$ cat config.mk
export PLATFORM = sky130hd
export DESIGN_NAME = pdm_multi
export DESIGN_NICKNAME = d
export VERILOG_FILES = /design/src/rtl/pdm_multi.sv
export SDC_FILE = /design/constraint.sdc
export NUM_CORES = 1
export LEC_CHECK = 0
export BUFFER_PORTS_ARGS = -buffer_cell sky130_fd_sc_hd__buf_2
export CAP_MARGIN = 20
export CORE_MARGIN = 3
export CORE_UTILIZATION = 36
export DETAILED_ROUTE_END_ITERATION = 16
export PLACE_DENSITY_LB_ADDON = 0.1
export SKIP_LAST_GASP = 1
export SYNTH_ARGS = -nofsm -noshare
export SYNTH_HDL_FRONTEND = slang
export SYNTH_SLANG_ARGS = --single-unit
export TNS_END_PERCENT = 20
$ cat constraint.sdc
create_clock -name clk -period 2.7 [get_ports clk]
set_input_delay 0.27 -clock clk [delete_from_list [all_inputs] [get_ports clk]]
set_output_delay 0.27 -clock clk [all_outputs]
set_load 0.05 [all_outputs]
$ cat src/rtl/pdm_multi.sv
// pdm_multi: multi-channel PDM/PWM modulator with frame-aligned level commits.
// Writes are staged mid-frame and committed together at the frame boundary.
module pdm_multi #(
  parameter int CHANNELS = 4,
  parameter int WIDTH = 5,
  localparam int CH_W = (CHANNELS > 1) ? $clog2(CHANNELS) : 1
) (
  input  logic                clk,
  input  logic                reset_n,
  input  logic                wr_en,
  input  logic [CH_W-1:0]     wr_ch,
  input  logic [WIDTH-1:0]    wr_data,
  input  logic                pwm_mode,
  output logic [CHANNELS-1:0] pdm_out,
  output logic [CHANNELS-1:0] pending,
  output logic                frame_strobe
);
  logic [WIDTH-1:0]    frame_cnt_q, frame_cnt_d;
  logic [WIDTH-1:0]    staging_q [CHANNELS];
  logic [WIDTH-1:0]    staging_d [CHANNELS];
  logic [WIDTH-1:0]    active_q [CHANNELS];
  logic [WIDTH-1:0]    active_d [CHANNELS];
  logic [WIDTH-1:0]    acc_q [CHANNELS];
  logic [WIDTH-1:0]    acc_d [CHANNELS];
  logic [WIDTH:0]      sum [CHANNELS];
  logic [CHANNELS-1:0] pending_q, pending_d, pdm_q, pdm_d, hit;
  logic                mode_q, mode_d, bnd, wr_ok, clr;
  always_comb begin
    bnd = &frame_cnt_q;
    wr_ok = wr_en && ({1'b0, wr_ch} < (CH_W+1)'(CHANNELS));
    clr = bnd && (pwm_mode != mode_q);
    frame_cnt_d = frame_cnt_q + WIDTH'(1);
    mode_d = bnd ? pwm_mode : mode_q;
    for (int c = 0; c < CHANNELS; c++) begin
      hit[c] = wr_ok && (wr_ch == CH_W'(c));
      sum[c] = {1'b0, acc_q[c]} + {1'b0, active_q[c]};
      staging_d[c] = (hit[c] && !bnd) ? wr_data : staging_q[c];
      pending_d[c] = bnd ? 1'b0 : (hit[c] | pending_q[c]);
      // a write landing in the boundary cycle bypasses staging entirely
      active_d[c] = !bnd ? active_q[c] : hit[c] ? wr_data : pending_q[c] ? staging_q[c] : active_q[c];
      acc_d[c] = clr ? '0 : mode_q ? acc_q[c] : sum[c][WIDTH-1:0];
      pdm_d[c] = mode_q ? (frame_cnt_q < active_q[c]) : sum[c][WIDTH];
    end
  end
  always_ff @(posedge clk or negedge reset_n) begin
    if (!reset_n) begin
      frame_cnt_q <= '0;
      staging_q <= '{default: '0};
      active_q <= '{default: '0};
      acc_q <= '{default: '0};
      pending_q <= '0;
      pdm_q <= '0;
      mode_q <= 1'b0;
    end else begin
      frame_cnt_q <= frame_cnt_d;
      staging_q <= staging_d;
      active_q <= active_d;
      acc_q <= acc_d;
      pending_q <= pending_d;
      pdm_q <= pdm_d;
      mode_q <= mode_d;
    end
  end
  assign pdm_out = pdm_q;
  assign pending = pending_q;
  assign frame_strobe = (frame_cnt_q == '0);
endmodule
==> impl_metrics.tcl, run 1 <==
set metrics [dict create \
    synth_top_area_share_pct 46.6 \
    synth_top_family_by_area "compound AO/OA/AOI/OAI gates" \
    drt_iter0_drc 75 \
    grt_setup_unrepaired "no" \
    cts_buffer_depth 2 \
    clock_skew_ps 6.38 \
    dr_total_vias 2780 \
    crit_path_max_incr_delay_ps 640 \
    yosys.area.top_type "dfrtp_1" \
    drive_above_1_share_pct 17.9 \
    slew_viol_final 0 \
    cts_setup_buffers 0 \
    min_period_ps 2330 \
    numPortBuffers 19 \
    via_per_inst 5.29 \
    synth_compound_area_share_pct 16.3 \
    netlist_top_cells_area "dfrtp_1 (47%), ha_1 (12%), mux2_2 (5.9%)" \
    crit_type "flip-flop to flip-flop" \
    start_kind "flip-flop" \
    hp-class "input pin to asynchronous set/reset pin" \
    dp_hpwl_um 6480 \
    htree_levels 3 \
    powerDensity_nw_per_um2 925 \
    r2r_cells 6 \
    worstPathArrival_ps 2610 \
    placed_cells 510 \
    synth_xor_area_share_pct 2.20 \
    cts_tree "done" \
    reg2reg_slack_ps 370 \
    run_status "finished clean" \
    num_rows 37 \
    p_total_mw 4.19 \
    synth-async-reset-ratio_pct 100 \
    cp_max_fo 8 \
    start_util_pct 37.8 \
    first_pass_iters 4 \
    p_leak_nw 2.08 \
    relSlewSlack_pct 36.6 \
    numClockSinks 74 \
    design.die.area_um2 12300 \
    synth.distinct_cells 38 \
    cpMaxStageDelayCell "a21oi_1" \
    r2r_end "acc_q[17]" \
    coreArea_um2 10500 \
    grt-ovfl-total 0 \
    diodes 0 \
    area_growth_pct 13.8 \
    synth_fa_ha_area_share_pct 14.3 \
    finalWirelength_um 8910 \
    r2r-start "frame_cnt_q[1]" \
    synth_edf_count 0 \
    crit_path_cell_trace "ha_1 -> and3_1 -> ha_1 -> a21oi_1 -> buf_4 -> a32o_1" \
    netlist_area_um2 3980 \
    maxCapViolations 0 \
    yosysSeqAreaShare_pct 46.6 \
    grt_max_degree 75 \
    final_util_pct 43.1 \
    die_x_um 111 \
    yosysWarningCount 0 \
    required_ps 2980 \
    fp.dieH_um 111 \
    clock_latency_ps 340 \
    layout.nets 439 \
    grt_pass1_vias 2853 \
    tightest_slew_ps 951 \
    hold_buffers 0 \
    grt_usage_pct 15.4 \
    end_kind "flip-flop" \
    synth_cells 357 \
    whs_ps 50.7 \
    cpMostUsedCell "ha_1" \
    syn_nets 411 \
    ys_ff_latch 74 \
    drcViolationCount 0 \
    setup_tns_ps 0 \
    routedWlPerCell_um 16.9 \
    finalSetupViolations 0 \
    yosys.cell_count.top_type "dfrtp_1" \
    hold_viol 0 \
    numCtsBuffers 9 \
    io_pins 20 \
    synthTopCellsByCount "dfrtp_1 (74), ha_1 (39), inv_1 (32)" \
    yosys.area_share.simple_pct 10.8 \
    syn_area_per_cell_um2 11.1 \
    path_clk_slew_ps 80 \
    ys.flop_type "dfrtp_1" \
    muxShareOfSynthArea_pct 5.95 \
    fmax_mhz 429 \
    ant_nets 0 \
    antenna_found_initial 0 \
    fin_cells 526 \
    gp_congestion 0.787 \
    clockRootBuffer "clkbuf_8" \
    grt_pass1_wl_um 15200 \
    peakVddDrop_mv 0.412 \
    timing.final.crit_share_pct 86.4 \
    cts_resized 0 \
]
[area by class of cell]
class | instances | area [um2]
clock buffer | 9 | 124
clock inverter | 7 | 141
fill | 1014 | 5980
inverter | 32 | 120
multi-input combinational | 242 | 1970
sequential | 74 | 1850
tap | 136 | 170
timing repair buffer | 26 | 150
[worst max-delay path by stage]
stage / from / end / slack (ps) / cells after the start
floorplan: frame_cnt_q[1] / frame_strobe / 200 / 3
global route: frame_cnt_q[1] / staging_q[17] / 190 / 5
finish: frame_cnt_q[1] / acc_q[17] / 370 / 6
CTS: frame_cnt_q[1] / acc_q[17] / 360 / 6
detailed placement: frame_cnt_q[1] / acc_q[17] / 390 / 6
global placement: frame_cnt_q[1] / staging_q[17] / 460 / 5
[cell usage in the layout, fill, tap and decap left out, types with 6 or more instances in the layout]
cell type / n
a21oi_1: 18
buf_2: 18
inv_1: 32
ha_1: 39
dfrtp_1: 74
nor2b_1: 6
nand3_1: 7
mux2_2: 21
nand2b_1: 8
a2bb2oi_1: 15
o21ai_0: 12
o22ai_1: 20
buf_4: 8
nand2_1: 17
a22o_1: 8
clkbuf_8: 9
nor2_1: 16
[where the power goes]
part / leakage [nW] / internal, mW / switching, mW
registers: 0.868 / 1.41 / 0.201
clock network: 0.129 / 0.707 / 0.428
logic: 1.08 / 0.658 / 0.781
total: 2.08 / 2.78 / 1.41
[per-layer routing]
layer / routed length, um / up-vias / GRT usage, %
met5: 0 / - / 0
met2: 3920 / 39 / 23.0
li1: - / 1368 / -
met3: 304 / 5 / 3.38
met4: 53 / 0 / 3.89
met1: 4630 / 1368 / 22.6
[metrics by stage]
step           area, um2  setup slack [ps]
2_1_floorplan       3980               198
3_3_place_gp        4260               463
3_5_place_dp        4260               390
4_1_cts             4530               362
5_1_grt             4530               194
6_report            4530               366
[cell families (layout without fill, tap and decap cells)]
| logic type | after synthesis | count (layout) |
|---|---|---|
| AOI/OAI and AO/OA | 93 | 93 |
| and+or+nand+nor | 75 | 75 |
| DFF | 74 | 74 |
| adders and majority gates | 43 | 43 |
| buffers and inverters | 41 | 74 |
| muxes | 21 | 21 |
| xor gates and xnor gates | 10 | 10 |
[flip-flops by register name (all words and copies together), names as in the netlist]
name / flops
acc_q: 20
active_q: 20
staging_q: 20
frame_cnt_q: 5
pdm_out: 4
pending: 4
mode_q: 1
[worst max-delay path, delay by kind of cell, from the launching register on]
kind / cells / cell delay [ps]
compound gates: 2 / 800
simple gates: 1 / 150
fa+ha+maj: 2 / 570
buf+inv: 1 / 270
flops: 1 / 480
Note: power is estimated with default switching activity, not from simulation.
==> inputs of run 2 (changes only) <==
Settings changed: CORE_UTILIZATION 36 to 27.
==> impl_metrics.tcl, run 2 (synthesis gave the netlist of run 1 again) <==
set metrics [dict create \
    setup_tns_ps 0 \
    timing.final.crit_share_pct 84.2 \
    powerDensity_nw_per_um2 918 \
    drive_above_1_share_pct 18.0 \
    end_kind "flip-flop" \
    drt_iter0_drc 128 \
    tightest_slew_ps 654 \
    multi_input_area_um2 1970 \
    worstPathArrival_ps 2500 \
    clock_latency_ps 340 \
    layout.nets 443 \
    path_buf_inv 0 \
    crit_start "frame_cnt_q[0]" \
    relSlewSlack_pct 56.4 \
    p_total_mw 4.28 \
    numCtsBuffers 9 \
    drcViolationCount 0 \
    cpMaxStageDelayCell "nor4b_2" \
    numClockSinks 74 \
    cts_buffer_depth 2 \
    r2r_end "staging_q[17]" \
    hp-class "input pin to flip-flop" \
    gp_congestion 0.732 \
    maxCapViolations 0 \
    grt_setup_unrepaired "no" \
    worst_slack_ps 425 \
    crit_family "simple AND/OR/NAND/NOR gates" \
    first_pass_iters 4 \
    grt_pass1_wl_um 16500 \
    crit_type "flip-flop to flip-flop" \
    dp_hpwl_um 7060 \
    regArea_um2 1850 \
    peakVddDrop_mv 0.441 \
    pre_cts_slack_ps 410 \
    cp-endpoint "staging_q[17]" \
    die_x_um 127 \
    design.die.area_um2 16200 \
    cp_max_fo 8 \
    numPortBuffers 19 \
    run_status "finished clean" \
    num_rows 43 \
    ant_nets 0 \
    finalSetupViolations 0 \
    antenna_found_initial 0 \
    routedWlPerCell_um 17.4 \
    via_per_inst 4.89 \
    crit_path_max_incr_delay_ps 600 \
    nFillCells 1430 \
    cts_resized 0 \
    coreArea_um2 14100 \
    htree_levels 3 \
    grt_pass1_vias 2873 \
    cpMostUsedCell "ha_1" \
    p_leak_nw 2.12 \
    grt_usage_pct 13.3 \
    finalWirelength_um 9980 \
    path_depth 5 \
    reg2reg_slack_ps 430 \
    r2r-start "frame_cnt_q[0]" \
    grt_max_degree 75 \
    final_common_cell "dfrtp_1" \
    cts_tree "done" \
    fmax_mhz 440 \
    fp.dieH_um 127 \
    io_pins 20 \
    required_ps 2930 \
    slew_viol_final 0 \
    cts_setup_buffers 0 \
    start_kind "flip-flop" \
    r2r_cells 5 \
    diodes 0 \
    start_util_pct 28.1 \
    clock_skew_ps 4.19 \
    area_growth_pct 17.4 \
    reg_top3 "acc_q (20), active_q (20), staging_q (20)" \
    crit_path_cell_trace "ha_1 -> and3_1 -> ha_1 -> nor4b_2 -> mux2_2" \
    dr_total_vias 2804 \
    clockRootBuffer "clkbuf_16" \
    grt-ovfl-total 0 \
    final_cell_mix "dfrtp_1 (74), ha_1 (39), inv_1 (32)" \
    hold_viol 0 \
    min_period_ps 2270 \
    hold_buffers 0 \
    path_clk_slew_ps 60 \
]
-- run 2: area by class of cell --
| type | count | share of cell area, % |
|---|---|---|
| repair buffers | 30 | 4.34 |
| clock buffers | 12 | 5.28 |
| inverters | 32 | 2.57 |
| flip-flops and latches | 74 | 39.7 |
| clock inverters | 4 | 1.10 |
| well taps | 180 | 4.83 |
| multi-input cells | 242 | 42.2 |
-- run 2: metrics by stage --
step	instance area, um2	cells	hold slack, ps	util [%]
6_report	4670	574	260	33.0
2_1_floorplan	3980	357	-25.6	-
3_5_place_dp	4330	556	486	30.6
4_1_cts	4630	572	129	32.7
3_3_place_gp	4330	556	471	30.6
5_1_grt	4670	574	259	33.0
-- run 2: routing by layer --
layer  track usage [%]  wire length [um]
met5                 0                 0
met4              3.60               125
met3              4.18               436
met2              18.3              4240
met1              20.2              5180
-- run 2: worst min path at each step --
stage | depth (start not counted) | to | slack (ps) | from
finish | 2 | mode_q | 260 | pwm_mode
global route | 2 | mode_q | 260 | pwm_mode
CTS | 1 | active_q[4] | 130 | reset_n
detailed placement | 2 | acc_q[19] | 490 | acc_q[19]
global placement | 2 | acc_q[19] | 470 | acc_q[19]
floorplan | 0 | acc_q[0] | -30 | reset_n
-- run 2: power breakdown --
| group | internal, mW | total [mW] | switching (mW) |
|---|---|---|---|
| clock | 0.741 | 1.22 | 0.474 |
| combinational | 0.662 | 1.45 | 0.785 |
| sequential | 1.42 | 1.62 | 0.206 |
| total | 2.82 | 4.28 | 1.46 |
